**config.mk**
```make
export PLATFORM = sky130hd
export DESIGN_NAME = lsu_byte_sequencer
export DESIGN_NICKNAME = d
export VERILOG_FILES = /design/src/rtl/lsu_byte_sequencer.sv
export SDC_FILE = /design/constraint.sdc
export NUM_CORES = 1
export LEC_CHECK = 0
export ABC_CLOCK_PERIOD_IN_PS = 3370
export CAP_MARGIN = 10
export CORE_UTILIZATION = 35
export DETAILED_ROUTE_END_ITERATION = 7
export SLEW_MARGIN = 20
export SYNTH_ARGS = -nofsm -noshare
export SYNTH_HDL_FRONTEND = slang
export SYNTH_SLANG_ARGS = --single-unit
```
**constraint.sdc**
```tcl
create_clock -name clk -period 3.37 [get_ports clk]
set_clock_uncertainty 0.1 [all_clocks]
set_input_delay 0.337 -clock clk [delete_from_list [all_inputs] [get_ports clk]]
set_output_delay 0.337 -clock clk [all_outputs]
set_load 0.05 [all_outputs]
```
**src/rtl/lsu_byte_sequencer.sv**
```systemverilog
// lsu_byte_sequencer: splits one word/byte load or store into little-endian
// byte beats on a byte-wide synchronous memory port and returns the result
// over a valid/ready response channel.
//
// Build option: define LSU_SIGN_EXT_EN to sign-extend byte loads (lb);
// without it byte loads are zero-extended (lbu). Word loads are unaffected.
//
// state  | meaning
// -------+-----------------------------------------------------------------
// IDLE   | waiting for a request, req_ready high
// ACCESS | one memory beat per cycle at addr+cnt
// DRAIN  | no beat; collect the read byte returned for the last beat
// RESP   | response held on rsp_* until rsp_ready
//
// DATA_WIDTH must be 32: the beat count and byte lane indexing assume four
// byte lanes.

module lsu_byte_sequencer #(
  parameter int ADDR_WIDTH = 32,
  parameter int DATA_WIDTH = 32
) (
  input  logic                  clk,
  input  logic                  rst_n,
  input  logic                  req_valid,
  output logic                  req_ready,
  input  logic                  req_we,
  input  logic                  req_a_type,
  input  logic [ADDR_WIDTH-1:0] req_addr,
  input  logic [DATA_WIDTH-1:0] req_wdata,
  output logic                  rsp_valid,
  input  logic                  rsp_ready,
  output logic [DATA_WIDTH-1:0] rsp_rdata,
  output logic                  rsp_err,
  output logic                  mem_en,
  output logic                  mem_we,
  output logic [ADDR_WIDTH-1:0] mem_addr,
  output logic [7:0]            mem_wdata,
  input  logic [7:0]            mem_rdata
);

`ifdef LSU_SIGN_EXT_EN
  localparam bit SIGN_EXT = 1'b1;
`else
  localparam bit SIGN_EXT = 1'b0;
`endif

  typedef enum logic [1:0] {
    S_IDLE   = 2'd0,
    S_ACCESS = 2'd1,
    S_DRAIN  = 2'd2,
    S_RESP   = 2'd3
  } state_t;

  state_t                state_q, state_d;
  logic                  we_q, we_d;
  logic                  byte_q, byte_d;
  logic [ADDR_WIDTH-1:0] addr_q, addr_d;
  logic [DATA_WIDTH-1:0] wdata_q, wdata_d;
  logic [DATA_WIDTH-1:0] rdata_q, rdata_d;
  logic                  err_q, err_d;
  logic [1:0]            cnt_q, cnt_d;
  // last beat index: N-1 (0 for byte, 3 for word)
  logic [1:0]            last_q, last_d;
  // read data for beat cnt-1 arrives while beat cnt is being issued
  logic [1:0]            cnt_m1;

  assign cnt_m1 = cnt_q - 2'd1;

  // State and datapath registers; reset abandons any transfer in flight.
  always_ff @(posedge clk or negedge rst_n) begin
    if (!rst_n) begin
      state_q <= S_IDLE;
      we_q    <= 1'b0;
      byte_q  <= 1'b0;
      addr_q  <= '0;
      wdata_q <= '0;
      rdata_q <= '0;
      err_q   <= 1'b0;
      cnt_q   <= 2'd0;
      last_q  <= 2'd0;
    end else begin
      state_q <= state_d;
      we_q    <= we_d;
      byte_q  <= byte_d;
      addr_q  <= addr_d;
      wdata_q <= wdata_d;
      rdata_q <= rdata_d;
      err_q   <= err_d;
      cnt_q   <= cnt_d;
      last_q  <= last_d;
    end
  end

  // Next-state, datapath update and output decode.
  always_comb begin
    state_d   = state_q;
    we_d      = we_q;
    byte_d    = byte_q;
    addr_d    = addr_q;
    wdata_d   = wdata_q;
    rdata_d   = rdata_q;
    err_d     = err_q;
    cnt_d     = cnt_q;
    last_d    = last_q;
    req_ready = 1'b0;
    rsp_valid = 1'b0;
    rsp_rdata = '0;
    rsp_err   = 1'b0;
    mem_en    = 1'b0;
    mem_we    = 1'b0;
    mem_addr  = '0;
    mem_wdata = 8'h00;

    case (state_q)
      S_IDLE: begin
        req_ready = 1'b1;
        if (req_valid) begin
          we_d    = req_we;
          byte_d  = req_a_type;
          addr_d  = req_addr;
          wdata_d = req_wdata;
          rdata_d = '0;
          cnt_d   = 2'd0;
          last_d  = req_a_type ? 2'd0 : 2'd3;
          // misaligned words are rejected without touching memory
          if (!req_a_type && (req_addr[1:0] != 2'b00)) begin
            err_d   = 1'b1;
            state_d = S_RESP;
          end else begin
            err_d   = 1'b0;
            state_d = S_ACCESS;
          end
        end
      end

      S_ACCESS: begin
        mem_en    = 1'b1;
        mem_we    = we_q;
        mem_addr  = addr_q + ADDR_WIDTH'(cnt_q);
        mem_wdata = wdata_q[{cnt_q, 3'b000} +: 8];
        if (!we_q && (cnt_q != 2'd0)) begin
          rdata_d[{cnt_m1, 3'b000} +: 8] = mem_rdata;
        end
        cnt_d = cnt_q + 2'd1;
        if (cnt_q == last_q) begin
          state_d = we_q ? S_RESP : S_DRAIN;
        end
      end

      S_DRAIN: begin
        if (byte_q) begin
          rdata_d = {{(DATA_WIDTH-8){SIGN_EXT & mem_rdata[7]}}, mem_rdata};
        end else begin
          rdata_d[{last_q, 3'b000} +: 8] = mem_rdata;
        end
        state_d = S_RESP;
      end

      S_RESP: begin
        rsp_valid = 1'b1;
        rsp_rdata = rdata_q;
        rsp_err   = err_q;
        if (rsp_ready) begin
          state_d = S_IDLE;
        end
      end

      default: begin
        state_d = S_IDLE;
      end
    endcase
  end

endmodule

```
==> results.json, run 1 <==
{
  "max_slew_margin_pct": 33.34,
  "grt_max_degree": 58,
  "multiInputGateArea_um2": 2800,
  "portBuffers": 154,
  "start_kind": "flop",
  "p_sw_share_pct": 43.45,
  "dieArea_um2": 16370,
  "ys.flop_type": "dfrtp_1",
  "setup_viol": 0,
  "first_global_vias": 4366,
  "p_switching_uw": 3150,
  "finish.utilization_pct": 51.86,
  "regArea_um2": 2603,
  "intPower_uw": 4100,
  "power_frac_seq_pct": 30.8,
  "h-tree-depth": 3,
  "layout_commonest_cell": "clkdlybuf4s50_1",
  "track_usage_pct": 18.28,
  "via_count": 4440,
  "clk_path_buf_depth": 2,
  "antenna_left": 0,
  "min_period_ns": 3.237,
  "tns_ns": 0,
  "worst-path-max-fanout": 16,
  "worstPathArrival_ns": 2.80,
  "clockRootBuffer": "clkbuf_16",
  "drc_errors": 0,
  "worstPathRequired_ns": 2.93,
  "wl_per_cell_um": 17.09,
  "postSynth.asyncResetShare_pct": 100.0,
  "fin_nets": 727,
  "wl_um": 14560,
  "first_iter_violations": 196,
  "path_class": "reg2out",
  "die_x_um": 127.9,
  "core_area_um2": 15310,
  "hold_viol_final": 0,
  "area_growth_pct": 43.10,
  "diodes": 0,
  "status": "complete, no violations",
  "synth-seq-area-share_pct": 46.89,
  "rsz0062_at_grt": "false",
  "syn-mean-instance-area_um2": 11.37,
  "cts_buffers": 9,
  "maxCapViolCount": 0,
  "viasPerCell": 5.211,
  "clkTransAtPathRegs_ns": 0.07,
  "synth_area_um2": 5550,
  "drv_slew": 0,
  "fmax_mhz": 309.0,
  "antenna_found_initial": 0,
  "powerDensity_nw_per_um2": 912.8,
  "first_pass_iters": 4,
  "fillCellCount": 1382,
  "grt_pass1_wl_um": 23160,
  "clkLatencyLatePin_ns": 0.35,
  "pwr-share-clk_pct": 13.7,
  "die_y_um": 127.9,
  "cts.sinks": 104,
  "cts_tree": "yes",
  "row_count": 45,
  "syn_nets": 579,
  "initial_core_util_pct": 36.24,
  "final_cell_mix": "clkdlybuf4s50_1, dfrtp_1, mux2_2, and2_1",
  "synthCells": 488,
  "io_pins": 155,
  "gp_congestion": 0.8407,
  "worst_pin_slew_ns": 0.9999,
  "ir_drop_v": 0.0004646,
  "power.leakage_uw": 0.003206,
  "synth_seq_cells": 104,
  "fin_crit_sh_pct": 96.05,
  "p_comb_share_pct": 55.5,
  "dpl.hpwl_um": 10800,
  "cp-end-kind": "primary output",
  "synth_cell_types": 45,
  "gr-total-overflow": 0,
  "yosysWarnings": 0,
  "drive_above_1_share_pct": 22.78,
  "synth_edf_count": 0,
  "hp-class": "reg2reg"
}
==> synth_stat cells (12+ instances only) <==
cell / number / area share [%]
nand2_1: 14 / 0.95
o31ai_1: 14 / 1.9
inv_1: 13 / 0.88
or4_1: 16 / 2.2
nor2_1: 16 / 1.1
clkbuf_1: 23 / 1.6
a22o_1: 31 / 4.9
and2_1: 44 / 5.0
dfrtp_1: 104 / 47
a21oi_1: 22 / 2.0
mux2_2: 67 / 14
ha_1: 12 / 2.7
==> metrics by stage <==
stage	std cells	cell area [µm²]	setup slack [ns]	power, µW	hold slack, ns
after floorplan	488	5550	0.07409	4782	-0.05859
after global placement	834	7619	0.2337	6187	0.3466
after detailed placement	834	7619	0.1447	6281	0.3532
after CTS	851	7925	0.04838	7322	0.4033
after global routing	852	7943	0.001859	7729	0.4147
final	852	7943	0.1332	7250	0.3964
==> final cells by class <==
| class | count | area share [%] |
|---|---|---|
| tap | 211 | 3.324 |
| inverter | 14 | 0.6616 |
| multi-input combinational | 341 | 35.26 |
| timing repair buffer | 166 | 24.45 |
| clock buffer | 10 | 3.009 |
| clock inverter | 6 | 0.5356 |
| sequential | 104 | 32.77 |
==> worst max-delay path, stage by stage (launching register included) <==
cell and delay (ns):
dfrtp_1 0.36, ha_1 0.20, fa_2 0.26, nand4_2 0.12
or4_4 0.55, buf_4 0.19, or3_1 0.35, a21oi_1 0.26
buf_12 0.18
==> routing by layer <==
metal  GRT usage [%]  up-vias  wire length, µm
met5               0        -                0
met4           3.737        0              126
met3           6.010        7              980
met2           28.84      129             6721
met1           24.54     2187             6728
li1                -     2117                -
==> timing repair <==
item	4_1_cts	5_1_grt
pin swaps	1	0
setup buffers	0	1
endpoints found under the hold margin	56	0
setup endpoints to repair	13	5
hold buffers	1	0
resized for setup	4	3
==> path summary, 6_finish.rpt <==
kind                                          from                       to  slack, ns  cells past startpoint
min in group asynchronous                    rst_n   addr_q[20]$_DFFE_PN0P_       0.49                      2
setup / recovery             addr_q[0]$_DFFE_PN0P_             mem_addr[16]       0.13                      8
hold reg to reg            rdata_q[14]$_DFFE_PN0P_  rdata_q[14]$_DFFE_PN0P_       0.40                      1
setup reg to reg              cnt_q[0]$_DFFE_PN0P_  rdata_q[20]$_DFFE_PN0P_       0.61                      7
max in group asynchronous                    rst_n   addr_q[31]$_DFFE_PN0P_       1.91                      3
hold / removal             rdata_q[14]$_DFFE_PN0P_  rdata_q[14]$_DFFE_PN0P_       0.40                      1
==> state kept, by name, summed over array words and instances (netlist names) <==
register  cells
last_q        1
state_q       2
cnt_q         2
wdata_q      32
rdata_q      32
we_q          1
byte_q        1
err_q         1
addr_q       32
==> logic make-up (layout without fill, tap and decap cells) <==
logic type | count (synthesis) | after routing | synth area share, %
DFF | 104 | 104 | 46.89
buffers and inverters | 43 | 196 | 3.156
and+or+nand+nor | 141 | 141 | 14.95
muxes | 76 | 76 | 17.02
AOI/OAI and AO/OA | 100 | 100 | 13.19
xor gates and xnor gates | 11 | 11 | 1.736
adders and majority gates | 13 | 13 | 3.066
==> power by group through the flow <==
stage               Combinational, µW  Clock, µW  Sequential, µW
global route                     4320       1090            2320
floorplan                        2670          0            2110
detailed placement               4030          0            2250
CTS                              4060       1040            2230
finish                           4020        993            2230
global placement                 3970          0            2210
Power figures use the tool's default switching activity.
==> inputs of run 2 (changes only) <==
--- a/config.mk
+++ b/config.mk
@@ -8,7 +8,9 @@
 export ABC_CLOCK_PERIOD_IN_PS = 3370
 export CAP_MARGIN = 10
 export CORE_UTILIZATION = 35
+export CTS_CLUSTER_SIZE = 30
 export DETAILED_ROUTE_END_ITERATION = 7
+export PLACE_DENSITY_LB_ADDON = 0.12
 export SLEW_MARGIN = 20
 export SYNTH_ARGS = -nofsm -noshare
 export SYNTH_HDL_FRONTEND = slang
==> run 2 against run 1 <==
The flow now finishes with violations (negative hold slack). Count of clock-buffer cells in the layout is the same. Core utilization is 0.14 points higher. Total power is 0.39% higher. Critical path type unchanged. Critical endpoint is now mem_addr[20]. Largest power group unchanged.
==> results.json, run 2 (same netlist as run 1, synthesis figures left out) <==
{
  "violations": "negative hold slack",
  "wl_per_cell_um": 17.51,
  "clockRootBuffer": "clkbuf_16",
  "initial_core_util_pct": 36.24,
  "h-tree-depth": 3,
  "gr-total-overflow": 0,
  "track_usage_pct": 18.48,
  "die_x_um": 127.9,
  "diodes": 0,
  "reg2reg_slack_ns": 0.58,
  "ff2ff_path_depth": 7,
  "cp-endpoint": "mem_addr[20]",
  "worst-path-max-fanout": 5,
  "die_y_um": 127.9,
  "power.leakage_uw": 0.003186,
  "via_count": 4540,
  "powerDensity_nw_per_um2": 913.9,
  "reg2reg_from": "state_q[1]$_DFFE_PN0P_",
  "min_period_ns": 3.270,
  "hold_viol_final": 2,
  "io_pins": 155,
  "dpl.hpwl_um": 10500,
  "cts_tree": "yes",
  "antenna_found_initial": 0,
  "stdcell_area_um2": 7964,
  "wl_um": 14920,
  "fmax_mhz": 305.8,
  "gp_congestion": 0.7620,
  "fin_crit_sh_pct": 97.03,
  "hp-class": "in2async",
  "setup_viol": 0,
  "dp.cells": 832,
  "clkLatencyLatePin_ns": 0.35,
  "viasPerCell": 5.329,
  "worstPathRequired_ns": 2.93,
  "place_area_um2": 7606,
  "dpl_worst_slack_ns": 0.1396,
  "maxCapViolCount": 0,
  "largestRegisters": "addr_q: 32 flops, rdata_q: 32 flops, wdata_q: 32 flops",
  "ir_drop_v": 0.0004127,
  "fin_nets": 727,
  "final_cells": 852,
  "drive_above_1_share_pct": 23.24,
  "final_cell_mix": "clkdlybuf4s50_1, dfrtp_1, mux2_2, and2_1",
  "dieArea_um2": 16370,
  "grt_max_degree": 69,
  "worst_pin_slew_ns": 0.9538,
  "drc_errors": 0,
  "status": "finished, violations left",
  "layout_commonest_cell": "clkdlybuf4s50_1",
  "portBuffers": 154,
  "cts.sinks": 104,
  "cp-end-kind": "primary output",
  "cts_hold_buffers": 0,
  "area_growth_pct": 43.49,
  "first_iter_violations": 271,
  "start_kind": "flop",
  "drv_slew": 0,
  "core_area_um2": 15310,
  "crit_start": "cnt_q[0]$_DFFE_PN0P_",
  "setup_ws_ns": 0.09993,
  "tns_ns": 0,
  "row_count": 45,
  "cts_buffers": 9,
  "grt_pass1_wl_um": 23390,
  "max_slew_margin_pct": 35.92,
  "worstPathArrival_ns": 2.83,
  "clkTransAtPathRegs_ns": 0.07,
  "antenna_left": 0,
  "first_global_vias": 4438,
  "path_class": "reg2out",
  "first_pass_iters": 5,
  "hold_slack_ns": -0.007019,
  "clk_path_buf_depth": 2,
  "r2r_end": "rdata_q[13]$_DFFE_PN0P_"
}
==> run 2: cell count changes in the layout (fill, tap and decap cells not counted), moves of 2 or more <==
cell / delta
buf_4: -2
ha_1: -2
ha_2: +2
or4_4: +2
a21oi_2: +2
a21oi_1: -2
==> run 2: repair_timing <==
item                                    4_1_cts  5_1_grt
pin swaps                                     1        6
endpoints found under the setup margin       17        5
setup buffers                                 0        2
cloned                                        0        2
hold endpoints to repair                      0        0
resized for setup                             2       11
==> run 2: worst min path at each step <==
stage                                       start  slack [ns]                      end
final                                       rst_n      -0.007   addr_q[26]$_DFFE_PN0P_
after global routing                        rst_n        0.07   addr_q[27]$_DFFE_PN0P_
after CTS                                   rst_n        0.02   addr_q[26]$_DFFE_PN0P_
after detailed placement  rdata_q[26]$_DFFE_PN0P_        0.38  rdata_q[26]$_DFFE_PN0P_
after global placement    rdata_q[12]$_DFFE_PN0P_        0.37  rdata_q[12]$_DFFE_PN0P_
after floorplan                             rst_n       -0.06    addr_q[0]$_DFFE_PN0P_
==> run 2: routing by layer <==
metal / share of wire (%) / track usage (%)
met1: 44 / 23.09
met2: 49 / 30.79
met3: 6.2 / 6.010
met4: 1.1 / 4.775
met5: 0 / 0
==> run 2: where the power goes <==
part | internal [µW] | leakage (µW) | switching, µW | total (µW)
sequential | 1780 | 0.00130 | 459 | 2240
combinational | 1810 | 0.00176 | 2260 | 4070
clock | 504 | 0.000125 | 474 | 978
==> run 2: final cells by class <==
class / count / area, µm²
Tap cell: 211 / 264.0
Fill cell: 1380 / 7351
Clock buffer: 10 / 229.0
Clock inverter: 6 / 45.04
Timing Repair Buffer: 164 / 1927
Inverter: 14 / 52.55
Sequential cell: 104 / 2603
Multi-Input combinational cell: 343 / 2844
==> run 2: stage by stage <==
step	hold slack (ns)	total power (µW)	util [%]
final	-0.007019	7278	52.00
after floorplan	-0.05859	4782	-
after CTS	0.02260	7305	51.50
after global routing	0.07089	7748	52.00
after global placement	0.3713	6193	49.67
after detailed placement	0.3832	6296	49.67
==> run 2: worst max-delay path, stage by stage, from the launching register on <==
cell and delay (ns):
dfrtp_1 0.36, ha_2 0.20, fa_2 0.26, nand4_4 0.13, or4_4 0.61, or4_1 0.55
a21oi_2 0.21, buf_12 0.16
==> inputs of run 3 (changes only) <==
--- a/config.mk
+++ b/config.mk
@@ -10,6 +10,7 @@
 export CORE_UTILIZATION = 35
 export CTS_CLUSTER_SIZE = 30
 export DETAILED_ROUTE_END_ITERATION = 7
+export HOLD_SLACK_MARGIN = 0.06
 export PLACE_DENSITY_LB_ADDON = 0.12
 export SLEW_MARGIN = 20
 export SYNTH_ARGS = -nofsm -noshare
==> run 3 against run 2 <==
The run now ends clean. Setup slack better by 0.0022 ns. Die area unchanged. Count of clock-buffer cells in the layout unchanged. Core utilization up 0.065 points. Critical path depth unchanged. Sequential power about the same. Routed wire length down 0.10%. Final area up 0.13%. Clock power about the same. Via count up 0.31%. Sequential cell count unchanged. Critical endpoint unchanged. Largest cell class unchanged. Largest power group unchanged. Highest routed layer unchanged.
==> results.json, run 3 (same netlist as run 1, synthesis figures left out) <==
{
  "status": "complete, no violations",
  "h-tree-depth": 3,
  "worst-path-max-fanout": 5,
  "powerDensity_nw_per_um2": 912.9,
  "initial_core_util_pct": 36.24,
  "clkLatencyLatePin_ns": 0.35,
  "viasPerCell": 5.339,
  "maxCapViolCount": 0,
  "first_iter_violations": 272,
  "max_slew_margin_pct": 34.52,
  "cts_buffers": 9,
  "die_y_um": 127.9,
  "gr-total-overflow": 0,
  "fin_nets": 728,
  "drive_above_1_share_pct": 23.21,
  "grt_pass1_wl_um": 23390,
  "path_class": "reg2out",
  "drc_errors": 0,
  "via_count": 4554,
  "wl_um": 14910,
  "hold_viol_final": 0,
  "antenna_left": 0,
  "cts.sinks": 104,
  "ir_drop_v": 0.0004126,
  "row_count": 45,
  "fillCellCount": 1379,
  "antenna_found_initial": 0,
  "area_growth_pct": 43.67,
  "largestRegisters": "addr_q: 32 flops, rdata_q: 32 flops, wdata_q: 32 flops",
  "place_area_um2": 7606,
  "core_area_um2": 15310,
  "power.leakage_uw": 0.003190,
  "die_x_um": 127.9,
  "io_pins": 155,
  "final_cell_mix": "clkdlybuf4s50_1, dfrtp_1, mux2_2, and2_1",
  "dpl.hpwl_um": 10500,
  "cts_tree": "yes",
  "clockRootBuffer": "clkbuf_16",
  "first_global_vias": 4438,
  "start_kind": "flop",
  "layout_commonest_cell": "clkdlybuf4s50_1",
  "drv_slew": 0,
  "portBuffers": 154,
  "clkTransAtPathRegs_ns": 0.07,
  "gp_congestion": 0.7620,
  "first_pass_iters": 4,
  "worstPathRequired_ns": 2.93,
  "power_uw": 7279,
  "dieArea_um2": 16370,
  "cp-end-kind": "primary output",
  "track_usage_pct": 18.48,
  "min_period_ns": 3.268,
  "grt_max_degree": 69,
  "diodes": 0,
  "clk_path_buf_depth": 2,
  "wl_per_cell_um": 17.47,
  "fmax_mhz": 306.0,
  "setup_viol": 0,
  "hp-class": "reg2reg",
  "stdcell_area_um2": 7974,
  "fin_crit_sh_pct": 96.97,
  "worstPathArrival_ns": 2.83,
  "worst_pin_slew_ns": 0.9747
}
[run 3: cell count changes in the layout (fill, tap and decap cells not counted), sizes merged]
cell / previous run / this run
dlygate4sd3: 0 / 1
[run 3: area by class of cell]
cell class                      instances  area [µm²]  area share (%)
Timing Repair Buffer                  165        1937           24.29
Inverter                               14       52.55          0.6590
Clock buffer                           10       229.0           2.871
Tap cell                              211       264.0           3.311
Sequential cell                       104        2603           32.64
Clock inverter                          6       45.04          0.5649
Multi-Input combinational cell        343        2844           35.67
[run 3: where the power goes]
group	leakage, µW	total [µW]	internal, µW	switching [µW]
clock network	0.000125	978	504	474
logic	0.00176	4070	1810	2260
registers	0.00130	2230	1780	459
total	0.00319	7280	4090	3190
[run 3: repair_timing]
| action | 4_1_cts | 5_1_grt |
|---|---|---|
| hold endpoints to repair | 66 | 0 |
| pin swaps | 1 | 6 |
| setup endpoints to repair | 17 | 5 |
| cloned | 0 | 2 |
| hold buffers | 1 | 0 |
| gates resized for setup | 2 | 11 |
| buffers inserted | 0 | 2 |
[run 3: worst paths after layout]
check | slack, ns | cells after the start | start | end
min | 0.40 | 1 | rdata_q[15]$_DFFE_PN0P_ | rdata_q[15]$_DFFE_PN0P_
min in group asynchronous | 0.54 | 2 | rst_n | addr_q[26]$_DFFE_PN0P_
max | 0.10 | 7 | cnt_q[0]$_DFFE_PN0P_ | mem_addr[20]
max reg2reg | 0.56 | 7 | cnt_q[0]$_DFFE_PN0P_ | rdata_q[13]$_DFFE_PN0P_
max in group asynchronous | 1.80 | 3 | rst_n | wdata_q[0]$_DFFE_PN0P_
min reg2reg | 0.40 | 1 | rdata_q[15]$_DFFE_PN0P_ | rdata_q[15]$_DFFE_PN0P_
[run 3: critical path: stages, from the launching register on]
cell and delay [ns]:
dfrtp_1 0.36, ha_2 0.20, fa_2 0.26, nand4_4 0.13, or4_4 0.61, or4_1 0.55
a21oi_2 0.20, buf_12 0.16
[run 3: layer usage]
metal	track usage, %	share of wire [%]	wire length (µm)	vias to the layer above
li1	-	-	-	2118
met1	23.12	44	6518	2284
met2	30.79	49	7326	143
met3	5.968	6.0	898	9
met4	4.775	1.1	163	0
met5	0	0	0	-
[run 3: per-stage QoR]
step           utilization [%]  TNS (ns)  worst slack (ns)  cells  hold WS [ns]
3_3_place_gp             49.67         0            0.2340    832        0.3713
2_1_floorplan                -         0           0.07409    488      -0.05859
5_1_grt                  52.07  -0.03290          -0.02354    853        0.4159
6_report                 52.07         0            0.1021    853        0.3988
4_1_cts                  51.57         0           0.04722    849        0.4030
3_5_place_dp             49.67         0            0.1396    832        0.3832
